`src/rtl/otter_mmio_pkg.sv`:
```
// Shared constants, slot indices and the slot address helper for the OTTER MMIO port bank.
package otter_mmio_pkg;

    // Default placement of the bank on the IOBUS
    localparam logic [31:0] DEF_BASE_AD = 32'h1100_0000;
    localparam logic [31:0] DEF_STRIDE  = 32'h0004_0000;

    // Fixed addresses of the original switch/LED/SSEG decode, kept for existing software
    localparam logic [31:0] SWITCHES_AD = 32'h1100_0000;
    localparam logic [31:0] LEDS_AD     = 32'h1108_0000;
    localparam logic [31:0] SSEG_AD     = 32'h110C_0000;

    // Slot order for the default configuration (two inputs, two outputs)
    typedef enum logic [2:0] {
        SLOT_IN0      = 3'd0,
        SLOT_IN1      = 3'd1,
        SLOT_OUT0     = 3'd2,
        SLOT_OUT1     = 3'd3,
        SLOT_INT_STAT = 3'd4,
        SLOT_INT_MASK = 3'd5
    } slot_e;

    // Address of slot k for a bank placed at base with the given stride
    function automatic logic [31:0] slot_addr(input logic [31:0] base,
                                              input logic [31:0] stride,
                                              input logic [31:0] k);
        return base + (stride * k);
    endfunction

endpackage

```
`src/rtl/mmio_in_sync.sv`:
```
// One input port: synchroniser chain, previous-value register and change flag.
module mmio_in_sync #(
    parameter int IN_W        = 16,
    parameter int SYNC_STAGES = 2
) (
    input  logic            clk_i,
    input  logic            rst_i,
    input  logic [IN_W-1:0] pin_i,
    input  logic            armed_i,
    output logic [IN_W-1:0] sync_o,
    output logic            change_o
);

    logic [IN_W-1:0] chain_q [SYNC_STAGES];
    logic [IN_W-1:0] prev_q;

    // Shift the asynchronous pin value through the synchroniser chain
    always_ff @(posedge clk_i) begin
        if (rst_i) begin
            for (int s = 0; s < SYNC_STAGES; s++) begin
                chain_q[s] <= '0;
            end
        end else begin
            chain_q[0] <= pin_i;
            for (int s = 1; s < SYNC_STAGES; s++) begin
                chain_q[s] <= chain_q[s-1];
            end
        end
    end

    // Remember last cycle's synchronised value for edge detection
    always_ff @(posedge clk_i) begin
        if (rst_i) begin
            prev_q <= '0;
        end else begin
            prev_q <= chain_q[SYNC_STAGES-1];
        end
    end

    assign sync_o   = chain_q[SYNC_STAGES-1];
    // Only report changes once the chain has flushed its reset contents
    assign change_o = armed_i & (chain_q[SYNC_STAGES-1] != prev_q);

endmodule

```
`src/rtl/mmio_port_bank.sv`:
```
// Slot-addressed MMIO bank: synchronised inputs, read-back output registers,
// change-detect interrupt with mask and write-1-to-clear status.
module mmio_port_bank
    import otter_mmio_pkg::*;
#(
    parameter logic [31:0] BASE_AD     = DEF_BASE_AD,
    parameter logic [31:0] STRIDE      = DEF_STRIDE,
    parameter int          N_IN        = 2,
    parameter int          N_OUT       = 2,
    parameter int          IN_W        = 16,
    parameter int          OUT_W       = 16,
    parameter int          SYNC_STAGES = 2
) (
    input  logic                     CLK,
    input  logic                     RST,
    input  logic [31:0]              IOBUS_ADDR,
    input  logic [31:0]              IOBUS_OUT,
    input  logic                     IOBUS_WR,
    output logic [31:0]              IOBUS_IN,
    input  logic [N_IN*IN_W-1:0]     IN_PORTS,
    output logic [N_OUT*OUT_W-1:0]   OUT_PORTS,
    output logic                     INTR
);

    localparam int SLOT_STAT = N_IN + N_OUT;
    localparam int SLOT_MASK = N_IN + N_OUT + 1;
    localparam int ARM_W     = $clog2(SYNC_STAGES + 2);
    localparam logic [ARM_W-1:0] ARM_MAX = ARM_W'(SYNC_STAGES + 1);

    localparam logic [31:0] STAT_AD = slot_addr(BASE_AD, STRIDE, 32'(SLOT_STAT));
    localparam logic [31:0] MASK_AD = slot_addr(BASE_AD, STRIDE, 32'(SLOT_MASK));

    logic [IN_W-1:0]  in_sync_s [N_IN];
    logic [N_IN-1:0]  change_s;
    logic             armed_s;

    logic [OUT_W-1:0] out_q [N_OUT];
    logic [OUT_W-1:0] out_d [N_OUT];
    logic [N_IN-1:0]  pending_q, pending_d;
    logic [N_IN-1:0]  mask_q, mask_d;
    logic [N_IN-1:0]  w1c_s;
    logic [ARM_W-1:0] arm_cnt_q, arm_cnt_d;
    logic             intr_q, intr_d;

    logic [N_OUT-1:0] wr_out_s;
    logic             wr_stat_s;
    logic             wr_mask_s;
    logic [31:0]      rd_s;

    // Per-port synchroniser and change detector
    for (genvar g = 0; g < N_IN; g++) begin : g_in
        mmio_in_sync #(
            .IN_W        (IN_W),
            .SYNC_STAGES (SYNC_STAGES)
        ) u_in_sync (
            .clk_i    (CLK),
            .rst_i    (RST),
            .pin_i    (IN_PORTS[g*IN_W +: IN_W]),
            .armed_i  (armed_s),
            .sync_o   (in_sync_s[g]),
            .change_o (change_s[g])
        );
    end

    // Pack the output registers onto the board pins
    for (genvar j = 0; j < N_OUT; j++) begin : g_out
        assign OUT_PORTS[j*OUT_W +: OUT_W] = out_q[j];
    end

    assign armed_s = (arm_cnt_q == ARM_MAX);

    // Decode write strobes for every writable slot (IN slots have no write path)
    always_comb begin
        wr_out_s = '0;
        for (int j = 0; j < N_OUT; j++) begin
            wr_out_s[j] = IOBUS_WR & (IOBUS_ADDR == slot_addr(BASE_AD, STRIDE, 32'(N_IN + j)));
        end
        wr_stat_s = IOBUS_WR & (IOBUS_ADDR == STAT_AD);
        wr_mask_s = IOBUS_WR & (IOBUS_ADDR == MASK_AD);
    end

    // Read mux: at most one slot matches, unmatched addresses read zero
    always_comb begin
        rd_s = 32'h0000_0000;
        for (int i = 0; i < N_IN; i++) begin
            rd_s = rd_s | ({32{IOBUS_ADDR == slot_addr(BASE_AD, STRIDE, 32'(i))}}
                           & 32'(in_sync_s[i]));
        end
        for (int j = 0; j < N_OUT; j++) begin
            rd_s = rd_s | ({32{IOBUS_ADDR == slot_addr(BASE_AD, STRIDE, 32'(N_IN + j))}}
                           & 32'(out_q[j]));
        end
        rd_s = rd_s | ({32{IOBUS_ADDR == STAT_AD}} & 32'(pending_q));
        rd_s = rd_s | ({32{IOBUS_ADDR == MASK_AD}} & 32'(mask_q));
    end

    assign IOBUS_IN = rd_s;

    // Next-state for output registers, interrupt status/mask, arm counter and INTR
    always_comb begin
        for (int j = 0; j < N_OUT; j++) begin
            out_d[j] = wr_out_s[j] ? IOBUS_OUT[OUT_W-1:0] : out_q[j];
        end
        w1c_s     = wr_stat_s ? IOBUS_OUT[N_IN-1:0] : '0;
        // A change detected this cycle wins over a simultaneous clear
        pending_d = change_s | (pending_q & ~w1c_s);
        mask_d    = wr_mask_s ? IOBUS_OUT[N_IN-1:0] : mask_q;
        arm_cnt_d = armed_s ? arm_cnt_q : (arm_cnt_q + ARM_W'(1));
        intr_d    = |(pending_q & mask_q);
    end

    // State registers; reset clears everything on the same edge
    always_ff @(posedge CLK) begin
        if (RST) begin
            for (int j = 0; j < N_OUT; j++) begin
                out_q[j] <= '0;
            end
            pending_q <= '0;
            mask_q    <= '0;
            arm_cnt_q <= '0;
            intr_q    <= 1'b0;
        end else begin
            for (int j = 0; j < N_OUT; j++) begin
                out_q[j] <= out_d[j];
            end
            pending_q <= pending_d;
            mask_q    <= mask_d;
            arm_cnt_q <= arm_cnt_d;
            intr_q    <= intr_d;
        end
    end

    assign INTR = intr_q;

endmodule

```
`config.mk`:
```
export PLATFORM = sky130hd
export DESIGN_NAME = mmio_port_bank
export DESIGN_NICKNAME = d
export VERILOG_FILES = /design/src/rtl/otter_mmio_pkg.sv /design/src/rtl/mmio_in_sync.sv /design/src/rtl/mmio_port_bank.sv
export SDC_FILE = /design/constraint.sdc
export NUM_CORES = 1
export LEC_CHECK = 0
export CORE_ASPECT_RATIO = 1.25
export CORE_MARGIN = 8
export CORE_UTILIZATION = 34
export DETAILED_ROUTE_END_ITERATION = 16
export GPL_ROUTABILITY_DRIVEN = 1
export SETUP_SLACK_MARGIN = 0.5
export SLEW_MARGIN = 20
export SYNTH_ARGS = -nofsm -noshare
export SYNTH_HDL_FRONTEND = slang
export SYNTH_SLANG_ARGS = --single-unit
```
`constraint.sdc`:
```
create_clock -name CLK -period 3.8 [get_ports CLK]
set_input_delay 1.14 -clock CLK [delete_from_list [all_inputs] [get_ports CLK]]
set_output_delay 1.14 -clock CLK [all_outputs]
set_load 0.01 [all_outputs]
```
==> run summary, run 1 <==
Maximum VDD drop: 0.282 mV
GRT overflow: 0
CTS Buf Count: 17
Final setup vio count: 0
P&R area growth vs syn: 48.4%
Synth Area per Inst: 10.1 um2
Die footprint: 0.0202 mm2
CTS Root Cell: clkbuf_16
Worst r2r src: g_in[0].u_in_sync.chain_q[0][16]$_SDFF_PP0_
Post-synthesis compound-gate area fraction: 11.1%
Core Box Area: 0.0156 mm2
DIE HEIGHT: 157 um
Slew HR: 52.8%
Mapped cell area: 0.00541 mm2
Worst Path Arrival: 2.43 ns
Placement-stage cell area: 0.00696 mm2
CTS tree: yes
DP Wirelength: 11.1 mm
Kind of critical path: in2out
Ant. Diodes: 0
CP Capture Type: primary output
Final Cell Area: 0.00803 mm2
IO buf count: 131
Mapped Cells: 538
Critical Path Start Type: input port
Largest family of logic cells by synthesized area: simple AND/OR/NAND/NOR gates
Vias in the first global route: 4655
Max Cap Violations: 0
Crit-path max FO: 2
Site Rows: 51
Length of the first detailed-routing pass in iterations: 5
FFs w/ async S/R, synth: 0%
IO Pins: 164
Hold path depth: 1
Final slew viol count: 0
Worst-path clk slew: 0.06 ns
Routability cong.: 0.848
Via density: 4.81
Number of remaining DRC errors: 0
Post-synth EDFFs: 0
Final Util: 51.6%
Worst-Skew Late Latency: 0.41 ns
Clk buf depth: 2
Final wirelength: 15.4 mm
Lkg Pwr: 2.86 nW
GRT Total Usage: 15.4%
Clock Sinks: 135
Drt initial violations: 374
# hold bufs at CTS: 0
Critical Path Source: IOBUS_ADDR[8]
Seq/Total Area, Yosys: 50.0%
H-tree levels: 4
Via count: 4372
Seq cells post-synth: 135
Pin slew with the least headroom to its limit: 0.706 ns
Mux share of post-synthesis cell area: 4.63%
Fin crit share: 93.9%
Clock skew: 0.00551 ns
Pwr per Cell Area: 415 mW/mm2
CP Data Required Time: 2.66 ns
ANT nets after route: 0
Largest net degree at the start of global routing: 76
Initial antenna violation count: 0
# nets final: 784
Post-synthesis adder-cell area fraction: 0.231%
Fmax: 0.280 GHz
Worst-case reg-to-reg path depth: 4
Die Wd: 129 um
Non-Filler Instances: 909
Warnings from Yosys: 0
Synth Flop Type: dfxtp_1
First-pass GRT wire length: 24.2 mm
Netlist cell types: 37
Placed insts: 860
Simple-Gate Fraction of Synth Area: 22.7%
RSZ-0062 raised after global routing: true
Xor/xnor cell area share of the yosys netlist: 5.34%
Fin crit period: 3.57 ns
Layout cell share with drive strength beyond 1: 24.2%
Hold Vio Cnt, Final: 0
Initial core utilization: 34.7%
Hold path startpoint: g_in[1].u_in_sync.chain_q[0][12]$_SDFF_PP0_
Outcome: completed
Drt wl/cell: 17.0 um
Hold WC Path Type: reg2reg
-- final timing paths --
path | end | slack (ns)
setup / recovery | IOBUS_IN[0] | 0.23
hold / removal | g_in[1].u_in_sync.chain_q[0][28]$_SDFF_PP0_ | 0.44
setup reg to reg | pending_q[0]$_SDFF_PP0_ | 2.35
hold reg to reg | g_in[1].u_in_sync.chain_q[0][28]$_SDFF_PP0_ | 0.44
-- layer usage --
layer	part of all wire (%)	up-vias	track usage (%)	routed length, um
li1	-	2148	-	-
met3	7.6	21	4.84	1180
met4	2.1	0	7.29	317
met5	0	-	0	0
met2	47	178	25.1	7310
met1	43	2025	17.9	6610
-- cell type report --
type                            instances  area [um2]
Inverter                                2        7.51
Clock buffer                           19         453
Multi-Input combinational cell        358        2770
Timing Repair Buffer                  170        1700
Tap cell                              212         265
Fill cell                            1488        7540
Clock inverter                         13         131
Sequential cell                       135        2700
-- critical path, cell delays in order --
cell and delay (ns):
buf_2 0.11, nor4_4 0.28, buf_4 0.18, nand3_4 0.06, or2_4 0.28, a221oi_2 0.20, buf_2 0.18
-- cell usage after synthesis, types with 4 or more instances --
| cell | instances | area share (%) |
|---|---|---|
| a21oi_1 | 42 | 3.9 |
| a221oi_1 | 4 | 0.65 |
| a22oi_1 | 17 | 2.4 |
| buf_2 | 13 | 1.2 |
| buf_4 | 19 | 2.6 |
| clkbuf_1 | 25 | 1.7 |
| dfxtp_1 | 135 | 50 |
| mux2_2 | 13 | 2.7 |
| mux2i_1 | 7 | 1.3 |
| nand2_1 | 17 | 1.2 |
| nand2b_1 | 9 | 1.0 |
| nand3_1 | 5 | 0.46 |
| nand4_1 | 39 | 4.5 |
| nor2b_1 | 96 | 11 |
| nor4_2 | 5 | 1.2 |
| o31ai_1 | 28 | 3.9 |
| xnor2_1 | 32 | 5.2 |
-- power by group --
part           total [W]  switching, W  internal [W]
Sequential       0.00149     0.0000267       0.00146
Clock            0.00159      0.000640      0.000952
Combinational   0.000253      0.000108      0.000145
-- logic make-up after synthesis --
logic type / after synthesis
buf+inv: 60
mux: 23
xor+xnor: 33
compound gates: 93
other cells: 1
simple gates: 192
flops: 135
fa+ha+maj: 1
-- per-stage QoR --
step	hold WS [ns]	setup WS (ns)	power (W)	setup TNS, ns
final	0.437	0.232	0.00334	0
after CTS	0.440	0.224	0.00337	0
after detailed placement	0.426	-0.701	0.00176	-9.79
after global routing	0.459	0.163	0.00346	0
after floorplan	0.414	0.458	0.00164	0
after global placement	0.424	-0.697	0.00175	-10.03
-- flip-flops by register name, summed over array words and instances (netlist names) --
signal,cells
out_q,32
pending_q,2
arm_cnt_q,2
mask_q,2
INTR,1
g_in.u_in_sync.prev_q,32
g_in.u_in_sync.chain_q,64
-- what timing repair did --
item | 4_1_cts | 5_1_grt
resized for setup | 259 | 11
pin swaps | 19 | 8
setup buffers | 11 | 3
endpoints found under the setup margin | 16 | 16
gates cloned | 3 | 0
-- cell usage in the layout (no fill, tap or decap), types with 8 or more instances in the layout --
master / instances
conb_1: 16
mux2_2: 13
inv_6: 8
o31ai_1: 28
a21oi_1: 28
buf_2: 15
clkbuf_16: 17
nand4_1: 39
nand2_1: 14
buf_4: 28
nand2b_1: 9
a21oi_4: 13
nor2b_1: 96
buf_6: 28
xnor2_1: 32
a22oi_1: 14
dfxtp_1: 135
clkdlybuf4s50_1: 82
No activity file was read; power rests on OpenSTA's default activity.
==> run 2: changes to the inputs <==
- CTS_BUF_LIST: default -> sky130_fd_sc_hd__clkbuf_2
==> run 2 against run 1 <==
  * Clock power down 50%
  * Worst setup slack got worse by 0.0095 ns
  * Cell area fell by 5.1%
  * Critical path type unchanged
  * Clock-buffer cell count is 2 lower
  * Register-to-register slack worse by 0.08 ns
  * Maximum frequency is 0.26% lower
  * Clock skew up 0.024 ns
  * Largest power group is now registers
  * Die area unchanged
  * Final cell count did not move
  * Global-route usage down 0.38 points
  * Worst hold slack gained 0.00074 ns
==> run summary, run 2 (same netlist as run 1, synthesis figures left out) <==
Outcome: completed
DIE HEIGHT: 157 um
Vias in the first global route: 4644
Worst-Skew Late Latency: 0.65 ns
Slew HR: 51.9%
RSZ-0062 raised after global routing: true
Largest register FFs: 64
Clock Power Share: 31.5%
Most frequent cells in the layout: 135 x dfxtp_1, 96 x nor2b_1, 82 x clkdlybuf4s50_1
Maximum VDD drop: 0.178 mV
CTS Root Cell: clkbuf_2
Clk buf depth: 2
Combinational share of power: 9.8%
Clock skew: 0.0292 ns
Core Box Area: 0.0156 mm2
Worst hold slack: 0.437 ns
CTS tree: yes
Drt initial violations: 365
Initial core utilization: 34.7%
Length of the first detailed-routing pass in iterations: 4
P&R area growth vs syn: 40.8%
Largest net degree at the start of global routing: 76
H-tree levels: 4
Power Total: 0.00254 W
Crit-path max FO: 2
Hold WC Path Type: reg2reg
Kind of critical path: in2out
Final Cell Area: 0.00761 mm2
Switching share of power: 27.0%
Fin crit share: 94.1%
Critical Path Start Type: input port
Via count: 4341
Via density: 4.78
Die Wd: 129 um
Routability cong.: 0.848
Final setup vio count: 0
DP Wirelength: 11.1 mm
# fillers: 1560
Commonest non-fill, non-tap cell in the layout: dfxtp_1
IO Pins: 164
Lkg Pwr: 2.69 nW
Drt wl/cell: 16.6 um
IO buf count: 131
Regs by FF count: g_in.u_in_sync.chain_q x64, g_in.u_in_sync.prev_q x32, out_q x32
Site Rows: 51
Part of the power in registers: 58.7%
Initial antenna violation count: 1
Worst Path Arrival: 2.44 ns
Int Power: 0.00186 W
GRT overflow: 0
CTS Buf Count: 17
Fin crit period: 3.58 ns
Pwr per Cell Area: 334 mW/mm2
Pin slew with the least headroom to its limit: 0.721 ns
CP Capture Type: primary output
GRT Total Usage: 15.0%
First-pass GRT wire length: 23.8 mm
Final wirelength: 15.1 mm
Hold path depth: 1
Hold Vio Cnt, Final: 0
Number of remaining DRC errors: 0
FF/Latch Area: 0.00270 mm2
Largest Register: g_in.u_in_sync.chain_q
Worst-path clk slew: 0.21 ns
Layout cell share with drive strength beyond 1: 23.9%
Multi-input gate area: 0.00277 mm2
ANT nets after route: 0
NetSw: 0.000688 W
# nets final: 783
Placement-stage cell area: 0.00696 mm2
Die footprint: 0.0202 mm2
Fmax: 0.280 GHz
Final slew viol count: 0
Worst-case reg-to-reg path depth: 4
Max Cap Violations: 0
Clock Sinks: 135
CP Data Required Time: 2.66 ns
==> run 2: cell count changes in the layout (fill, tap and decap cells not counted), moves of 2 or more <==
| cell | delta |
|---|---|
| buf_12 | -2 |
| buf_4 | +2 |
| clkbuf_16 | -17 |
| clkbuf_2 | +17 |
| clkbuf_8 | -2 |
| clkinv_1 | +2 |
==> run 2: final cells by class <==
class,count,share of cell area (%)
multi-input cells,358,36.3
repair buffers,169,21.6
inverters,2,0.0986
well taps,212,3.48
clock inverters,15,1.82
clock buffers,17,1.12
flip-flops and latches,135,35.5
diodes,1,0.0329
==> run 2: final timing paths <==
kind | startpoint | endpoint | slack (ns)
setup / recovery | IOBUS_ADDR[8] | IOBUS_IN[0] | 0.22
hold / removal | g_in[0].u_in_sync.chain_q[0][13]$_SDFF_PP0_ | g_in[0].u_in_sync.chain_q[0][29]$_SDFF_PP0_ | 0.44
setup reg to reg | g_in[0].u_in_sync.chain_q[0][16]$_SDFF_PP0_ | pending_q[0]$_SDFF_PP0_ | 2.27
hold reg to reg | g_in[0].u_in_sync.chain_q[0][13]$_SDFF_PP0_ | g_in[0].u_in_sync.chain_q[0][29]$_SDFF_PP0_ | 0.44
==> run 2: power by group through the flow <==
| stage | Combinational (W) | Clock (W) | Sequential [W] |
|---|---|---|---|
| 5_1_grt | 0.000270 | 0.000910 | 0.00150 |
| 3_5_place_dp | 0.000239 | 0 | 0.00152 |
| 3_3_place_gp | 0.000235 | 0 | 0.00152 |
| 6_report | 0.000249 | 0.000802 | 0.00149 |
| 4_1_cts | 0.000246 | 0.000841 | 0.00149 |
| 2_1_floorplan | 0.000129 | 0 | 0.00151 |
==> run 2: what timing repair did <==
item                                    4_1_cts  5_1_grt
gates cloned                                  1        0
pin swaps                                    17       10
setup buffers                                12        3
resized for setup                           257       12
endpoints found under the setup margin       16       16
hold buffers                                  0        0
==> run 2: stage by stage <==
stage | utilization (%) | std cells | setup WS (ns) | setup TNS, ns
3_3_place_gp | 44.7 | 860 | -0.697 | -10.03
4_1_cts | 48.5 | 905 | 0.224 | 0
3_5_place_dp | 44.7 | 860 | -0.701 | -9.79
5_1_grt | 48.9 | 909 | 0.161 | 0
2_1_floorplan | - | 553 | 0.458 | 0
6_report | 48.9 | 909 | 0.223 | 0
==> run 2: routing by layer <==
| metal | up-vias | track usage, % | wire, um |
|---|---|---|---|
| met5 | - | 0 | 0 |
| met4 | 0 | 6.62 | 346 |
| met2 | 168 | 24.6 | 7160 |
| met1 | 2008 | 17.3 | 6370 |
| li1 | 2146 | - | - |
| met3 | 19 | 5.08 | 1260 |
==> run 2: worst max-delay path, stage by stage <==
cell and delay [ns]:
buf_2 0.11, nor4_4 0.28, buf_4 0.18, nand3_4 0.06, or2_4 0.28, a221oi_2 0.20
buf_2 0.18
==> run 3: changes to the inputs <==
- CAP_MARGIN: default -> 0
==> results of run 3 <==
No change in the layout: final DEF, timing and power equal those of run 2.
